==> src/rtl/amux_seq_pkg.sv <==
// Shared types and constants for the AMUXBUS break-before-make switch sequencer.
package amux_seq_pkg;

  localparam int unsigned CNT_W = $clog2(256);

  localparam logic OP_DISC = 1'b0;
  localparam logic OP_CONN = 1'b1;
  localparam logic BUS_A   = 1'b0;
  localparam logic BUS_B   = 1'b1;

  typedef enum logic [1:0] {
    ST_IDLE  = 2'd0,
    ST_BREAK = 2'd1,
    ST_MAKE  = 2'd2,
    ST_FIN   = 2'd3
  } state_e;

  // Operation and bus of the request currently in flight
  typedef struct packed {
    logic conn;
    logic bus;
  } req_ctl_t;

  // Counter load value for an interval of cyc cycles
  function automatic logic [CNT_W-1:0] cyc_load(input int unsigned cyc);
    return CNT_W'(cyc - 1);
  endfunction

endpackage

==> src/rtl/amux_switch_seq_if.sv <==
// Request handshake and switch-enable bundle between core control and the sequencer.
interface amux_switch_seq_if #(
  parameter int unsigned N_SRC = 8
);
  localparam int unsigned SRC_W = $clog2(N_SRC);

  logic             req_valid;
  logic             req_ready;
  logic             req_conn;
  logic             req_bus;
  logic [SRC_W-1:0] req_src;
  logic             kill;
  logic [N_SRC-1:0] sel_a_en;
  logic [N_SRC-1:0] sel_b_en;
  logic             done;
  logic             err;
  logic             busy;

  modport master (
    output req_valid, req_conn, req_bus, req_src, kill,
    input  req_ready, sel_a_en, sel_b_en, done, err, busy
  );

  modport slave (
    input  req_valid, req_conn, req_bus, req_src, kill,
    output req_ready, sel_a_en, sel_b_en, done, err, busy
  );

endinterface

==> src/rtl/amux_delay_cnt.sv <==
// Loadable saturating down-counter timing the BREAK and MAKE settle intervals.
module amux_delay_cnt
  import amux_seq_pkg::*;
(
  input  logic             clk,
  input  logic             rst_n,
  input  logic             load_i,
  input  logic             clr_i,
  input  logic [CNT_W-1:0] value_i,
  output logic             zero_o
);

  logic [CNT_W-1:0] cnt_q;

  // Stops at zero so an idle counter never wraps
  always_ff @(posedge clk or negedge rst_n) begin
    if (!rst_n) begin
      cnt_q <= '0;
    end else if (clr_i) begin
      cnt_q <= '0;
    end else if (load_i) begin
      cnt_q <= value_i;
    end else if (cnt_q != '0) begin
      cnt_q <= cnt_q - CNT_W'(1);
    end
  end

  assign zero_o = (cnt_q == '0);

endmodule

==> src/rtl/amux_switch_seq.sv <==
// Break-before-make sequencer owning the AMUXBUS_A/B switch enables of the pad ring.
// Each bus holds at most one source and no source ever sits on both buses.
module amux_switch_seq
  import amux_seq_pkg::*;
#(
  parameter int unsigned N_SRC     = 8,
  parameter int unsigned BREAK_CYC = 4,
  parameter int unsigned MAKE_CYC  = 4
) (
  input  logic               clock,
  input  logic               resetn,
  amux_switch_seq_if.slave   bus_if
);

  localparam logic [CNT_W-1:0] BREAK_LD = cyc_load(BREAK_CYC);
  localparam logic [CNT_W-1:0] MAKE_LD  = cyc_load(MAKE_CYC);

  state_e           state_q, state_d;
  logic [N_SRC-1:0] sel_a_q, sel_a_d;
  logic [N_SRC-1:0] sel_b_q, sel_b_d;
  logic [N_SRC-1:0] tgt_q, tgt_d;
  req_ctl_t         ctl_q, ctl_d;
  logic             done_q, done_d;
  logic             err_q, err_d;

  logic             cnt_load;
  logic [CNT_W-1:0] cnt_val;
  logic             cnt_zero;

  logic             accept;
  logic             src_ok;
  logic [N_SRC-1:0] req_tgt;
  logic [N_SRC-1:0] cur_x, cur_o;
  logic [N_SRC-1:0] open_x, open_o;
  logic [N_SRC-1:0] open_a, open_b;

  assign bus_if.req_ready = (state_q == ST_IDLE) && !bus_if.kill;
  assign accept           = bus_if.req_valid && bus_if.req_ready;

  // Open-set of the incoming request: what must drop before anything closes
  assign src_ok  = (32'(bus_if.req_src) < N_SRC);
  assign req_tgt = src_ok ? (N_SRC'(1) << bus_if.req_src) : '0;
  assign cur_x   = (bus_if.req_bus == BUS_B) ? sel_b_q : sel_a_q;
  assign cur_o   = (bus_if.req_bus == BUS_B) ? sel_a_q : sel_b_q;
  assign open_x  = (bus_if.req_conn == OP_DISC) ? (cur_x & req_tgt) : (cur_x & ~req_tgt);
  assign open_o  = (bus_if.req_conn == OP_CONN) ? (cur_o & req_tgt) : '0;
  assign open_a  = (bus_if.req_bus == BUS_B) ? open_o : open_x;
  assign open_b  = (bus_if.req_bus == BUS_B) ? open_x : open_o;

  amux_delay_cnt u_cnt (
    .clk     (clock),
    .rst_n   (resetn),
    .load_i  (cnt_load),
    .clr_i   (bus_if.kill),
    .value_i (cnt_val),
    .zero_o  (cnt_zero)
  );

  always_ff @(posedge clock or negedge resetn) begin
    if (!resetn) begin
      state_q <= ST_IDLE;
      sel_a_q <= '0;
      sel_b_q <= '0;
      tgt_q   <= '0;
      ctl_q   <= '0;
      done_q  <= 1'b0;
      err_q   <= 1'b0;
    end else begin
      state_q <= state_d;
      sel_a_q <= sel_a_d;
      sel_b_q <= sel_b_d;
      tgt_q   <= tgt_d;
      ctl_q   <= ctl_d;
      done_q  <= done_d;
      err_q   <= err_d;
    end
  end

  always_comb begin
    state_d  = state_q;
    sel_a_d  = sel_a_q;
    sel_b_d  = sel_b_q;
    tgt_d    = tgt_q;
    ctl_d    = ctl_q;
    done_d   = 1'b0;
    err_d    = 1'b0;
    cnt_load = 1'b0;
    cnt_val  = '0;

    unique case (state_q)
      ST_IDLE: begin
        if (accept) begin
          ctl_d = '{conn: bus_if.req_conn, bus: bus_if.req_bus};
          tgt_d = req_tgt;
          if (!src_ok) begin
            state_d = ST_FIN;
            done_d  = 1'b1;
            err_d   = 1'b1;
          end else if (|(open_a | open_b)) begin
            sel_a_d  = sel_a_q & ~open_a;
            sel_b_d  = sel_b_q & ~open_b;
            state_d  = ST_BREAK;
            cnt_load = 1'b1;
            cnt_val  = BREAK_LD;
          end else if ((bus_if.req_conn == OP_CONN) && !(|(cur_x & req_tgt))) begin
            if (bus_if.req_bus == BUS_A) sel_a_d = sel_a_q | req_tgt;
            else                         sel_b_d = sel_b_q | req_tgt;
            state_d  = ST_MAKE;
            cnt_load = 1'b1;
            cnt_val  = MAKE_LD;
          end else begin
            state_d = ST_FIN;
            done_d  = 1'b1;
          end
        end
      end
      ST_BREAK: begin
        if (cnt_zero) begin
          if (ctl_q.conn == OP_CONN) begin
            if (ctl_q.bus == BUS_A) sel_a_d = sel_a_q | tgt_q;
            else                    sel_b_d = sel_b_q | tgt_q;
            state_d  = ST_MAKE;
            cnt_load = 1'b1;
            cnt_val  = MAKE_LD;
          end else begin
            state_d = ST_FIN;
            done_d  = 1'b1;
          end
        end
      end
      ST_MAKE: begin
        if (cnt_zero) begin
          state_d = ST_FIN;
          done_d  = 1'b1;
        end
      end
      ST_FIN:  state_d = ST_IDLE;
      default: state_d = ST_IDLE;
    endcase

    // Emergency open-all; only a request still settling reports the abort
    if (bus_if.kill) begin
      sel_a_d  = '0;
      sel_b_d  = '0;
      state_d  = ST_IDLE;
      cnt_load = 1'b0;
      done_d   = (state_q == ST_BREAK) || (state_q == ST_MAKE);
      err_d    = (state_q == ST_BREAK) || (state_q == ST_MAKE);
    end
  end

  assign bus_if.sel_a_en = sel_a_q;
  assign bus_if.sel_b_en = sel_b_q;
  assign bus_if.done     = done_q;
  assign bus_if.err      = err_q;
  assign bus_if.busy     = (state_q != ST_IDLE);

endmodule

==> src/flat_wrapper.sv <==
// flat-port wrapper written by rule: the top's interface ports become plain ports
module amux_switch_seq_flat import amux_seq_pkg::*;
#(
  parameter int unsigned N_SRC     = 8,
  parameter int unsigned BREAK_CYC = 4,
  parameter int unsigned MAKE_CYC  = 4
)
  (clock, resetn, bus_if_req_valid, bus_if_req_conn, bus_if_req_bus, bus_if_req_src, bus_if_kill, bus_if_req_ready, bus_if_sel_a_en, bus_if_sel_b_en, bus_if_done, bus_if_err, bus_if_busy);
  amux_switch_seq_if #(.N_SRC(N_SRC)) bus_if_i ();
  input  logic clock;
  input  logic resetn;
  input wire logic [$bits(bus_if_i.req_valid)-1:0] bus_if_req_valid;
  input wire logic [$bits(bus_if_i.req_conn)-1:0] bus_if_req_conn;
  input wire logic [$bits(bus_if_i.req_bus)-1:0] bus_if_req_bus;
  input wire logic [$bits(bus_if_i.req_src)-1:0] bus_if_req_src;
  input wire logic [$bits(bus_if_i.kill)-1:0] bus_if_kill;
  output wire logic [$bits(bus_if_i.req_ready)-1:0] bus_if_req_ready;
  output wire logic [$bits(bus_if_i.sel_a_en)-1:0] bus_if_sel_a_en;
  output wire logic [$bits(bus_if_i.sel_b_en)-1:0] bus_if_sel_b_en;
  output wire logic [$bits(bus_if_i.done)-1:0] bus_if_done;
  output wire logic [$bits(bus_if_i.err)-1:0] bus_if_err;
  output wire logic [$bits(bus_if_i.busy)-1:0] bus_if_busy;
  assign bus_if_i.req_valid = bus_if_req_valid;
  assign bus_if_i.req_conn = bus_if_req_conn;
  assign bus_if_i.req_bus = bus_if_req_bus;
  assign bus_if_i.req_src = bus_if_req_src;
  assign bus_if_i.kill = bus_if_kill;
  assign bus_if_req_ready = bus_if_i.req_ready;
  assign bus_if_sel_a_en = bus_if_i.sel_a_en;
  assign bus_if_sel_b_en = bus_if_i.sel_b_en;
  assign bus_if_done = bus_if_i.done;
  assign bus_if_err = bus_if_i.err;
  assign bus_if_busy = bus_if_i.busy;
  amux_switch_seq #(.N_SRC(N_SRC), .BREAK_CYC(BREAK_CYC), .MAKE_CYC(MAKE_CYC)) u_core (.clock(clock), .resetn(resetn), .bus_if(bus_if_i));
endmodule
==> config.mk <==
export PLATFORM = sky130hd
export DESIGN_NAME = amux_switch_seq_flat
export DESIGN_NICKNAME = d
export VERILOG_FILES = /design/src/rtl/amux_seq_pkg.sv /design/src/rtl/amux_switch_seq_if.sv /design/src/rtl/amux_delay_cnt.sv /design/src/rtl/amux_switch_seq.sv /design/src/flat_wrapper.sv
export SDC_FILE = /design/constraint.sdc
export NUM_CORES = 1
export LEC_CHECK = 0
export ABC_AREA = 0
export BUFFER_PORTS_ARGS = -buffer_cell sky130_fd_sc_hd__clkbuf_2
export CAP_MARGIN = 15
export CELL_PAD_IN_SITES_DETAIL_PLACEMENT = 1
export CELL_PAD_IN_SITES_GLOBAL_PLACEMENT = 1
export CORE_MARGIN = 2
export CORE_UTILIZATION = 49
export DETAILED_ROUTE_END_ITERATION = 8
export GPL_TIMING_DRIVEN = 0
export MAX_ROUTING_LAYER = met4
export PLACE_DENSITY = 0.86
export REMOVE_ABC_BUFFERS = 1
export SETUP_SLACK_MARGIN = 0.02
export SYNTH_ARGS = -nofsm -noshare
export SYNTH_HDL_FRONTEND = slang
export SYNTH_HIERARCHICAL = 1
export SYNTH_SLANG_ARGS = --single-unit
==> constraint.sdc <==
create_clock -name clock -period 6.7 [get_ports clock]
set_input_delay 0.67 -clock clock [delete_from_list [all_inputs] [get_ports clock]]
set_output_delay 0.67 -clock clock [all_outputs]
set_load 0.005 [all_outputs]
==> summary.txt <==
Global route
  • GRT Util Overall: 0.2742
  • Remaining global-route overflow: 0
  • Number of global-route vias before repair: 2723
  • Pin count of the biggest net entering global routing: 56
  • Antenna violations before repair: 0
  • Global-route wire length before repair: 13370 µm

Clocking
  • Number of gates resized after cts: 0
  • Root Driver: clkbuf_8
  • CTS buffer count: 5
  • Postcts setup bufs: 0
  • CTS Sinks: 38
  • Clock Pin Slew Worst Setup and Hold Paths: 0.08 ns
  • CTS tree: yes
  • CTS Buffer Depth: 2
  • Clock latency on the worst-skew pair: 0.30 ns
  • Htree depth: 2
  • Hold_buf cts: 0

Hold path
  • Class of the worst hold path: register to register

Status
  • Status: completed

Logic synthesis
  • Syn avg cell area: 8.536 µm²
  • Distinct cells, synth: 64
  • Most common cell in the synthesized netlist: nand2_1
  • Post-Syn Instances: 337
  • Number of synthesized flops with an enable pin: 0
  • Synth top area share: 0.3306
  • Ys async rst share: 1.000
  • Synth top area cells: dfrtp_1, nand2_1, xnor2_1
  • Sequential-to-total area share from yosys stat: 0.3306
  • Ys Warns: 6
  • Post-synth top cells: nand2_1, dfrtp_1, nor2_1
  • Yosys top cell by area: dfrtp_1
  • #FFs+latches synth: 38
  • Synth Flop Type: dfrtp_1
  • Mapped cell area: 2877 µm²

Floorplan
  • FP Rows: 27
  • Die H: 80.62 µm
  • Die ar.: 6500 µm²
  • Die X: 80.62 µm
  • Initial core utilization: 0.5160
  • I/O pin total: 29
  • Core box area: 5574 µm²

Final layout
  • Antenna Cells: 0
  • # nets final: 367
  • Fin area: 3100 µm²
  • Layout area overhead: 7.786%
  • Finished Core Util: 0.5562
  • Layout cells sized above 1: 0.1586

Route
  • Routed WL: 7984 µm
  • Vias: 2611
  • DRT Pass-1 Iters: 4
  • Detailed-route wire length per cell: 18.79 µm
  • DRC: 0
  • Vias per inst: 6.144
  • Detail Route Antenna Nets: 0
  • DRT iter0 DRCs: 139

Setup path
  • Worst path buffer plus inverter count: 2
  • Critical path class: primary input to register
  • Worst-path fanout max: 55
  • CP max stage cell: clkbuf_2
  • Crit-path max cell delay: 0.83 ns
  • Family with the most delay on the worst path: compound AO/OA/AOI/OAI gates
  • Critical Path Source Type: primary input
  • Arrival time at the worst endpoint: 4.03 ns
  • Worst setup EP type: register
  • Crit-path cells: clkbuf_2 -> mux2i_1 -> o221ai_1 -> a311oi_1 -> nand4_2 -> o22ai_1 -> a21oi_1 -> o21a_1 -> inv_1 -> a21o_1 -> a211oi_1
  • WP data required: 6.86 ns

Flow run
  • Max Cap Violations: 0

Power and ir drop
  • Leak: 1.298 nW
  • Peak supply drop: 213.4 µV
  • PwrDens: 347.6 nW/µm²

Timing
  • Tcrit/Tclk final: 0.5765
  • RSZ-0062 raised after global routing: no
  • Final Hold Viols: 0
  • Max-slew headroom: 0.2370
  • Skew final: 0.004862 ns
  • Max Clk Rate: 0.2589 GHz
  • Slew Viols, Final: 0
  • Setup TNS: 0 ns
  • Final setup fails: 0
  • Fin crit period: 3.863 ns
  • Slew @ Worst Pin: 1.144 ns

Placement
  • Post-DP HPWL: 5336 µm
  • Gpl congestion: 0.8041
  • Post-DP Area: 3005 µm²
  • # port buffers: 28
## where the power goes
part | internal [mW] | total (mW) | switching (mW)
registers | 0.299 | 0.368 | 0.0689
logic | 0.210 | 0.537 | 0.327
clock network | 0.0829 | 0.173 | 0.0900
## layout by cell type (no fill, tap or decap), types with 5 or more instances in the layout
master,n
o211ai_1,6
inv_1,13
o32ai_1,5
dfrtp_1,38
nor2_1,35
nand2_1,39
ha_1,6
o21ai_1,10
clkbuf_8,6
o311ai_0,12
a21oi_1,13
mux2i_1,13
xnor2_1,16
o22ai_1,5
nor3b_1,7
conb_1,6
clkbuf_2,28
a211oi_1,6
a2111oi_0,6
o21ai_0,18
## per-stage QoR
step	instances	power [mW]	setup slack [ns]	hold WS (ns)
global route	425	1.162	2.526	0.5125
global placement	417	0.8732	2.687	0.4640
finish	425	1.078	2.837	0.4864
detailed placement	417	0.9015	2.521	0.4722
CTS	425	1.080	2.859	0.4906
floorplan	317	0.7309	3.594	0.3744
## layout make-up
type | count | area [µm²]
inverters | 15 | 56.30
multi-input cells | 264 | 1768
repair buffers | 28 | 140.1
fillers | 713 | 2474
clock inverters | 2 | 12.51
clock buffers | 6 | 82.58
flip-flops and latches | 38 | 950.9
well taps | 72 | 90.09
## per-layer routing
layer,GRT usage,up-vias,part of all wire
met3,0.04831,10,0.044
li1,-,1269,-
met2,0.4358,56,0.48
met5,-,-,0
met1,0.3552,1276,0.46
met4,0.09153,0,0.013
## worst min-delay path: stages, from the launching register on
cell and delay [ns]:
dfrtp_1 0.35, nand2_1 0.05, o21ai_0 0.06
## kinds of logic (layout without fill, tap and decap cells)
family,Yosys count,after routing,share of synthesized area
buf+inv,40,51,0.06133
compound gates,100,100,0.2532
other cells,1,6,0.001304
mux,15,15,0.05306
simple gates,119,119,0.2197
fa+ha+maj,6,6,0.02610
flops,38,38,0.3306
xor+xnor,18,18,0.05481
## state kept, by name, indices dropped and copies added, names as in the netlist
name	flops
u_core/state_q	2
u_core/bus_if.sel_a_en	8
u_core/u_cnt/cnt_q	8
u_core/bus_if.done	1
u_core/bus_if.sel_b_en	8
u_core/ctl_q	2
u_core/bus_if.err	1
u_core/tgt_q	8
## path summary, 6_finish.rpt
| kind | endpoint | depth (start not counted) | start | slack, ns |
|---|---|---|---|---|
| max in group asynchronous | u_core/bus_if.sel_a_en[1] | 1 | resetn | 5.53 |
| min reg2reg | u_core/tgt_q[2] | 2 | u_core/tgt_q[2] | 0.49 |
| min in group asynchronous | u_core/bus_if.sel_a_en[5] | 1 | resetn | 0.52 |
| max reg2reg | u_core/u_cnt/cnt_q[7] | 8 | u_core/state_q[0] | 3.75 |
| min | u_core/tgt_q[2] | 2 | u_core/tgt_q[2] | 0.49 |
| max | u_core/u_cnt/cnt_q[7] | 11 | bus_if_req_bus | 2.84 |
Note: power is estimated with default switching activity, not from simulation.
